File: config.mk
export PLATFORM = sky130hd
export DESIGN_NAME = song_sequencer
export DESIGN_NICKNAME = d
export VERILOG_FILES = /design/src/rtl/piano_pkg.sv /design/src/rtl/tick_gen.sv /design/src/rtl/song_sequencer.sv
export SDC_FILE = /design/constraint.sdc
export NUM_CORES = 1
export LEC_CHECK = 0
export ABC_CLOCK_PERIOD_IN_PS = 2550
export BUFFER_PORTS_ARGS = -buffer_cell sky130_fd_sc_hd__buf_2
export CAP_MARGIN = 40
export CELL_PAD_IN_SITES_DETAIL_PLACEMENT = 0
export CELL_PAD_IN_SITES_GLOBAL_PLACEMENT = 1
export CORE_MARGIN = 10
export CORE_UTILIZATION = 30
export DETAILED_ROUTE_END_ITERATION = 10
export GPL_TIMING_DRIVEN = 0
export HOLD_SLACK_MARGIN = 0.1
export PLACE_DENSITY = 0.65
export SLEW_MARGIN = 20
export SYNTH_ARGS = -nofsm -noshare
export SYNTH_HDL_FRONTEND = slang
export SYNTH_SLANG_ARGS = --single-unit
File: constraint.sdc
create_clock -name clk -period 2.55 [get_ports clk]
set_input_delay 0.3825 -clock clk [delete_from_list [all_inputs] [get_ports clk]]
set_output_delay 0.3825 -clock clk [all_outputs]
set_load 0.03 [all_outputs]
File: src/rtl/piano_pkg.sv
// Shared codes for the MiniPiano note path: note/mode encodings, ROM word
// layout and the song sequencer state type.
package piano_pkg;

  typedef enum logic [3:0] {
    NOTE_REST = 4'd0,
    NOTE_DO   = 4'd1,
    NOTE_RE   = 4'd2,
    NOTE_MI   = 4'd3,
    NOTE_FA   = 4'd4,
    NOTE_SOL  = 4'd5,
    NOTE_LA   = 4'd6,
    NOTE_SI   = 4'd7
  } note_t;

  typedef enum logic [2:0] {
    MODE_FREE = 3'b000,
    MODE_AUTO = 3'b001
  } mode_t;

  localparam int NOTE_MSB = 7;
  localparam int NOTE_LSB = 4;
  localparam int DUR_MSB  = 3;
  localparam int DUR_LSB  = 0;

  typedef enum logic [2:0] {IDLE, FETCH, WAIT, PLAY, GAP, DONE} seq_state_t;

  // Lowest pressed key wins; returns 1..7, or rest when nothing is pressed.
  function automatic logic [3:0] lowest_key(input logic [6:0] keys);
    lowest_key = NOTE_REST;
    for (int i = 6; i >= 0; i--)
      if (keys[i]) lowest_key = 4'(i + 1);
  endfunction

  function automatic logic [6:0] note_led(input logic [3:0] note);
    note_led = '0;
    if (note >= NOTE_DO && note <= NOTE_SI) note_led = 7'b1 << (note - NOTE_DO);
  endfunction

endpackage

File: src/rtl/tick_gen.sv
// Duration tick prescaler: counts 0..TICK_CYC-1 and pulses tick on the last
// count; restart returns the count to 0 so a new duration starts aligned.
module tick_gen #(
  parameter int TICK_CYC = 4
) (
  input  logic clk,
  input  logic rst,
  input  logic restart,
  output logic tick
);
  localparam int CNT_W = (TICK_CYC > 1) ? $clog2(TICK_CYC) : 1;

  logic [CNT_W-1:0] cnt;

  assign tick = (cnt == CNT_W'(TICK_CYC - 1));

  always_ff @(posedge clk) begin
    if (rst || restart || tick) cnt <= '0;
    else                        cnt <= cnt + CNT_W'(1);
  end
endmodule

File: src/rtl/song_sequencer.sv
// Buzzer note path: live keyboard in free mode, song ROM playback in auto mode.
// Build option SONG_LOOP_EN: songs restart from word 0 instead of stopping.
//
//   state | meaning
//   IDLE  | free play, keyboard drives note_out/led_out
//   FETCH | rom_addr = {song_idx, ptr} presented to the ROM
//   WAIT  | ROM word arrives; end marker or start of a note
//   PLAY  | note sounding for dur ticks
//   GAP   | silence for GAP_TICKS ticks, then advance ptr
//   DONE  | song finished, silent until song change or mode exit
module song_sequencer
  import piano_pkg::*;
#(
  parameter  int CLK_HZ    = 100_000_000,
  parameter  int TICK_HZ   = 16,
  parameter  int NUM_SONGS = 4,
  parameter  int SONG_LEN  = 64,
  parameter  int GAP_TICKS = 1,
  localparam int SIDX_W    = $clog2(NUM_SONGS),
  localparam int PTR_W     = $clog2(SONG_LEN)
) (
  input  logic                    clk,
  input  logic                    rst,
  input  logic [6:0]              keys,
  input  logic [2:0]              mode,
  input  logic [1:0]              song_select,
  output logic [SIDX_W+PTR_W-1:0] rom_addr,
  input  logic [7:0]              rom_data,
  output logic [3:0]              note_out,
  output logic [6:0]              led_out,
  output logic [SIDX_W-1:0]       song_idx,
  output logic                    playing
);
  localparam int TICK_CYC = CLK_HZ / TICK_HZ;
  localparam int REM_W    = (GAP_TICKS > 15) ? $clog2(GAP_TICKS + 1) : 4;

  seq_state_t        state;
  logic [PTR_W-1:0]  ptr;
  logic [REM_W-1:0]  rem;
  logic [1:0]        sel_q, sel_rise;
  logic              change, tick, restart, last_tick, last_word;
  logic [SIDX_W-1:0] next_idx;
  logic [3:0]        rom_note, rom_dur;

  assign rom_note  = rom_data[NOTE_MSB:NOTE_LSB];
  assign rom_dur   = rom_data[DUR_MSB:DUR_LSB];
  assign sel_rise  = song_select & ~sel_q;
  assign change    = sel_rise[0] ^ sel_rise[1];
  assign next_idx  = sel_rise[0] ? song_idx + SIDX_W'(1) : song_idx - SIDX_W'(1);
  assign last_tick = tick && (rem == REM_W'(1));
  assign last_word = (ptr == PTR_W'(SONG_LEN - 1));
  assign restart   = (state == WAIT) || (state == PLAY && last_tick);
  assign rom_addr  = {song_idx, ptr};
  assign playing   = (state == FETCH) || (state == WAIT) || (state == PLAY) || (state == GAP);

  tick_gen #(.TICK_CYC(TICK_CYC)) u_tick (
    .clk     (clk),
    .rst     (rst),
    .restart (restart),
    .tick    (tick)
  );

  always_ff @(posedge clk) begin
    if (rst) begin
      state    <= IDLE;
      ptr      <= '0;
      rem      <= '0;
      sel_q    <= '0;
      song_idx <= '0;
      note_out <= '0;
      led_out  <= '0;
    end else begin
      sel_q <= song_select;
      if (change) song_idx <= next_idx;

      if (mode != MODE_AUTO) begin
        state    <= IDLE;
        ptr      <= '0;
        note_out <= lowest_key(keys);
        led_out  <= keys;
      end else if (change || state == IDLE) begin
        state    <= FETCH;
        ptr      <= '0;
        note_out <= '0;
        led_out  <= '0;
      end else begin
        case (state)
          FETCH: state <= WAIT;
          WAIT: begin
            if (rom_dur == '0) begin
`ifdef SONG_LOOP_EN
              // Only an empty song (marker at word 0) can park in DONE.
              if (ptr != '0) begin
                state <= FETCH;
                ptr   <= '0;
              end else state <= DONE;
`else
              state <= DONE;
`endif
            end else begin
              rem      <= REM_W'(rom_dur);
              note_out <= rom_note;
              led_out  <= note_led(rom_note);
              state    <= PLAY;
            end
          end
          PLAY, GAP: begin
            if (tick && !last_tick) rem <= rem - REM_W'(1);
            if (last_tick) begin
              note_out <= '0;
              led_out  <= '0;
              if (state == PLAY && GAP_TICKS != 0) begin
                rem   <= REM_W'(GAP_TICKS);
                state <= GAP;
              end else if (last_word) begin
`ifdef SONG_LOOP_EN
                state <= FETCH;
                ptr   <= '0;
`else
                state <= DONE;
`endif
              end else begin
                ptr   <= ptr + PTR_W'(1);
                state <= FETCH;
              end
            end
          end
          default: begin
            note_out <= '0;
            led_out  <= '0;
          end
        endcase
      end
    end
  end
endmodule

**Yosys cells after proc, flatten, opt, wreduce, memory -nomap -nowiden**

Index checks and enable logic that the tools add are counted.

- Bits in registers: 51
- Logic and storage cells: 94
- Input port bits: 22

- Eq/ne operators: 14
- Add/subtract/negate cells: 6
- Bitwise operators: 7
- $lt $le $gt $ge: 2
- Reductions and logical operators: 25
- Shift-type cells: 1
- Mux-type cells: 30

Operators by type and width:

| cell | number |
|---|---|
| 4-bit 2-to-1 mux | 14 |
| 7-bit 2-to-1 mux | 5 |
| 23-bit by 1-bit adder with 23-bit output (second input constant) | 1 |
| 23-bit == test (second input constant) | 1 |
| 7-bit case mux with 3 select lines | 1 |
| 3-bit 2-to-1 mux | 5 |
| 4-bit case mux with 3 select lines | 1 |
| 3-bit case mux with 3 select lines | 1 |
| 4-bit != test (second input constant) | 2 |
| 4-bit case mux with 2 select lines | 1 |
| 4-bit AND reduction | 2 |
| 4-bit by 1-bit subtractor with 4-bit output (second input constant) | 2 |
| 1-bit logical OR | 7 |
| 1-bit by 4-bit << shifter with 7-bit output (first input constant) | 1 |
| 6-bit by 1-bit adder with 6-bit output (second input constant) | 1 |
| 3-bit by 2-bit == test with 1-bit output (second input constant) | 2 |
| 6-bit == test (second input constant) | 1 |
| 3-bit by 1-bit != test with 1-bit output (second input constant) | 2 |
| 4-bit by 1-bit == test with 1-bit output (second input constant) | 1 |
| 4-bit by 1-bit >= comparator with 1-bit output (second input constant) | 1 |
| 4-bit by 3-bit <= comparator with 1-bit output (second input constant) | 1 |
| 1-bit logical AND | 4 |
| 4-bit zero test | 1 |
| 2-bit != test (second input constant) | 2 |
| other kinds (20) | 25 |

**Longest topological paths before layout**

- Depth in word-level cells: 8
- Gate-level depth with buffers: 9
- Mapped depth without buffers: 8

**Hierarchy**

Synthesis repeated with hierarchy kept, for this count alone.

- Cell total of the unflattened synthesis: 345
- Area total of the unflattened synthesis: 2991.6 sq um

Modules (own cells, without submodules):

| module | instances | area an instance (sq um) | sequential area each (sq um) | cells an instance |
|---|---|---|---|---|
| song_sequencer | 1 | 1864.3 | 560.5 | 214 |
| tick_gen | 1 | 1127.3 | 460.4 | 131 |

**Worst setup path after synthesis**

No wires, ideal clock.

- Kind: reg-to-reg
- Start point: register rem[0]
- End point: register led_out[3]
- Setup slack: 0.454 ns
- Library setup time: 0.131 ns
- Cell stages (with the launch flop): 9
- Path buffers: 1
- Required time: 2.419 ns
- Arrival: 1.965 ns
- Cells stage by stage: dfxtp_1 ha_1 nor3b_2 nand4_1 o311a_1 a21o_1 buf_2 a221oi_1 nor3_1

- Longest elaborated chain between the ends: 4

RTL lines:

| what | line | source |
|---|---|---|
| start: declaration | song_sequencer.sv:39 | `logic [REM_W-1:0] rem;` |
| start signal: assignment | song_sequencer.sv:101 | `rem <= REM_W'(rom_dur);` |
| start signal: assignment | song_sequencer.sv:108 | `if (tick && !last_tick) rem <= rem - REM_W'(1);` |
| start signal: assignment | song_sequencer.sv:113 | `rem <= REM_W'(GAP_TICKS);` |
| 4-bit by 1-bit == test with 1-bit output | song_sequencer.sv:50 | `assign last_tick = tick && (rem == REM_W'(1));` |
| 1-bit logical AND | song_sequencer.sv:50 |  |
| 4-bit != test (no source line) | n/a |  |
| 3-bit AND reduction (no source line) | n/a |  |
| end signal: assignment | song_sequencer.sv:80 | `led_out <= keys;` |
| end signal: assignment | song_sequencer.sv:103 | `led_out <= note_led(rom_note);` |
| end: declaration | song_sequencer.sv:30 | `output logic [6:0] led_out,` |

Every way passes these cells.
A chain may end at the register's enable or synchronous reset.

**Worst setup path in the final report**

Ends and elaborated chain as after synthesis.

==> impl_metrics.py <==
metrics = {
    "run_status": {
        "status": "finished, final reports clean",
    },
    "setup_path": {
        "timing.rr.start": "rem[0]$_SDFFE_PP0P_",
        "path_cells": "ha_1, nor3b_4, nand4_1, o311a_1, a21o_1, buf_2, a221oi_4, nor3_1",
        "cp_slowest_cell": "dfxtp_2",
        "start_kind": "flip-flop",
        "cp_data_arrival_time_ps": 2540,
        "worstPathRequired_ps": 2730,
        "crit_fanout": 10,
        "end_kind": "flip-flop",
        "worstSetupPathType": "reg -> reg",
        "slowest_delay_ps": 400,
        "critPathLaunch": "rem[0]$_SDFFE_PP0P_",
    },
    "timing": {
        "period_needed_ps": 2360,
        "slew_headroom": 0.485,
        "skew_ps": 9.47,
        "slew_violations": 0,
        "finalCritPeriodShare": 0.926,
        "setup_viol": 0,
        "hold_slack_ps": 309,
        "fmax_mhz": 424,
        "fin_ws_ps": 189,
        "tns_ps": 0,
        "hold_viol": 0,
        "tightest_slew_ps": 767,
        "rsz0062_at_grt": "false",
    },
    "floorplan": {
        "die_w_um": 114,
        "placementRows": 34,
        "die_area_sq_um": 13000,
        "core-area_sq_um": 8680,
        "start_util": 0.307,
        "fp.dieH_um": 114,
        "ioPinCount": 44,
    },
    "final_layout": {
        "n_antenna_cell": 0,
        "nets": 402,
        "final_core_util": 0.362,
        "final_common_cell": "nor2_1",
        "drive_gt1_frac": 0.183,
        "final_area_sq_um": 3140,
        "area_growth_pct": 18.1,
        "fin_cells": 485,
        "final_cell_mix": "52 x nor2_1, 50 x dfxtp_1, 46 x buf_2",
    },
    "yosys": {
        "synth_top_area_cell": "dfxtp_1",
        "syn_inst": 324,
        "netlist.area_leader.share": 0.384,
        "synth_edf_count": 0,
        "synth_area_leaders": "dfxtp_1 38%, nor2_1 7.3%, xor2_1 5.6%, xnor2_1 4.3%, nand2_1 3.7%",
        "ys.flop_type": "dfxtp_1",
        "synth_cell_type_count": 51,
        "synth-async-reset-ratio": 0,
        "ys_seq_elements": 51,
        "synth_seq_area_share": 0.384,
        "yosys_warnings": 0,
        "synth_fp_nets": 350,
        "synth.avg_cell_area_sq_um": 8.21,
        "syn_area_sq_um": 2660,
    },
    "global_routing": {
        "grt_pass1_wl_um": 11700,
        "grt_use_total": 0.108,
        "grt_max_degree": 16,
        "gr-total-overflow": 0,
        "grt_pass1_vias": 2446,
        "antenna_found_initial": 0,
    },
    "pwr": {
        "power.total_mw": 1.49,
        "ir_drop_uv": 274,
        "powerDensity_nw_per_um2": 476,
        "leakage_nw": 1.20,
    },
    "placement": {
        "portBuffers": 43,
        "gp_congestion": 0.778,
        "dp_hpwl_um": 5330,
        "dpl_cell_area_sq_um": 3010,
        "placed_cells": 475,
        "dp_slack_ps": -77.5,
    },
    "clock_tree": {
        "cts.sinks": 51,
        "clkLatencyLatePin_ps": 300,
        "ctsRootBufferMaster": "clkbuf_8",
        "cts_max_level": 2,
        "clk_pin_slew_ps": 100,
        "cts_buffers": 5,
        "cts_buffer_depth": 2,
        "cts_tree": "yes",
    },
    "detailed_routing": {
        "drt-total-wl_um": 7040,
        "dr.pass1.iters": 4,
        "drc_errors": 0,
        "vias": 2481,
        "wl_per_cell_um": 14.5,
        "drtIter0Drc": 209,
        "ant_nets": 0,
        "post_drt_via_cell_ratio": 5.12,
    },
    "worst_hold_path": {
        "worstHoldStart": "song_select[0]",
        "hp-class": "in -> reg",
    },
    "flow_run": {
        "maxCapViolations": 0,
    },
}
## registers in the layout (all words and copies together) (netlist names)
name / flops
led_out: 7
note_out: 4
ptr: 6
rem: 4
sel_q: 2
song_idx: 2
state: 3
u_tick.cnt: 23
## worst max-delay path, delay by kind of cell (launching register included)
kind / cells / cell delay [ps]
AO/OA/AOI/OAI: 3 / 880
adder cells (fa/ha/maj): 1 / 210
buffers and inverters: 1 / 210
flip-flops: 1 / 400
AND/OR/NAND/NOR: 3 / 530
## power breakdown
group	total (mW)	internal (mW)	switching [mW]
sequential	0.831	0.818	0.0132
clock	0.464	0.193	0.271
combinational	0.200	0.0719	0.128
total	1.49	1.08	0.412
## final timing paths
path	slack [ps]	cells after the start	endpoint
hold / removal	310	2	sel_q[0]$_SDFF_PP0_
setup / recovery	190	8	led_out[3]$_SDFFE_PP0P_
setup reg to reg	190	8	led_out[3]$_SDFFE_PP0P_
hold reg to reg	440	1	u_tick.cnt[0]$_SDFF_PP0_
## final cells by class
class | instances | area (sq um)
fillers | 933 | 5540
multi-input cells | 252 | 1580
flip-flops and latches | 51 | 1020
repair buffers | 45 | 230
well taps | 108 | 135
clock buffers | 6 | 72.6
plain buffers | 13 | 60.1
inverters | 8 | 30.0
clock inverters | 2 | 12.5
## synth_stat cells (2+ instances only)
master	number
buf_4	2
xor2_1	17
nand3_1	12
a32oi_1	4
o31ai_1	2
nand4_1	7
and4_1	4
and2_1	3
buf_2	3
nor3_1	12
nor4_1	4
and3_1	8
a21oi_1	18
a31oi_1	5
or3_1	5
a21o_1	2
mux2i_1	2
clkbuf_1	8
or2_2	2
inv_1	8
xnor2_1	13
o21ai_0	10
nor3b_1	2
ha_1	4
nand2_1	26
o41ai_1	2
nand2b_1	4
a211oi_1	4
nand3b_1	2
a221oi_1	2
nor2b_1	6
dfxtp_1	51
nor2_1	52
## cell families after synthesis
kind of cell / after synthesis / share of synthesized area
buffers and inverters: 21 / 0.0338
AOI/OAI and AO/OA: 59 / 0.146
muxes: 2 / 0.00752
xor gates and xnor gates: 30 / 0.0987
DFF: 51 / 0.384
adders and majority gates: 4 / 0.0188
and+or+nand+nor: 157 / 0.312
## metal layers
layer  vias to the layer above  share of wire  global-route usage
li1                       1261              -                   -
met3                         4          0.068              0.0267
met5                         -              0                   0
met4                         0         0.0087              0.0384
met1                      1160           0.48               0.144
met2                        56           0.45               0.163
## timing repair
action / 4_1_cts / 5_1_grt
resized for setup: 2 / 3
hold buffers: 0 / 0
setup endpoints to repair: 1 / 7
setup buffers: 0 / 2
hold endpoints to repair: 0 / 0
Note: power is estimated with default switching activity, not from simulation.
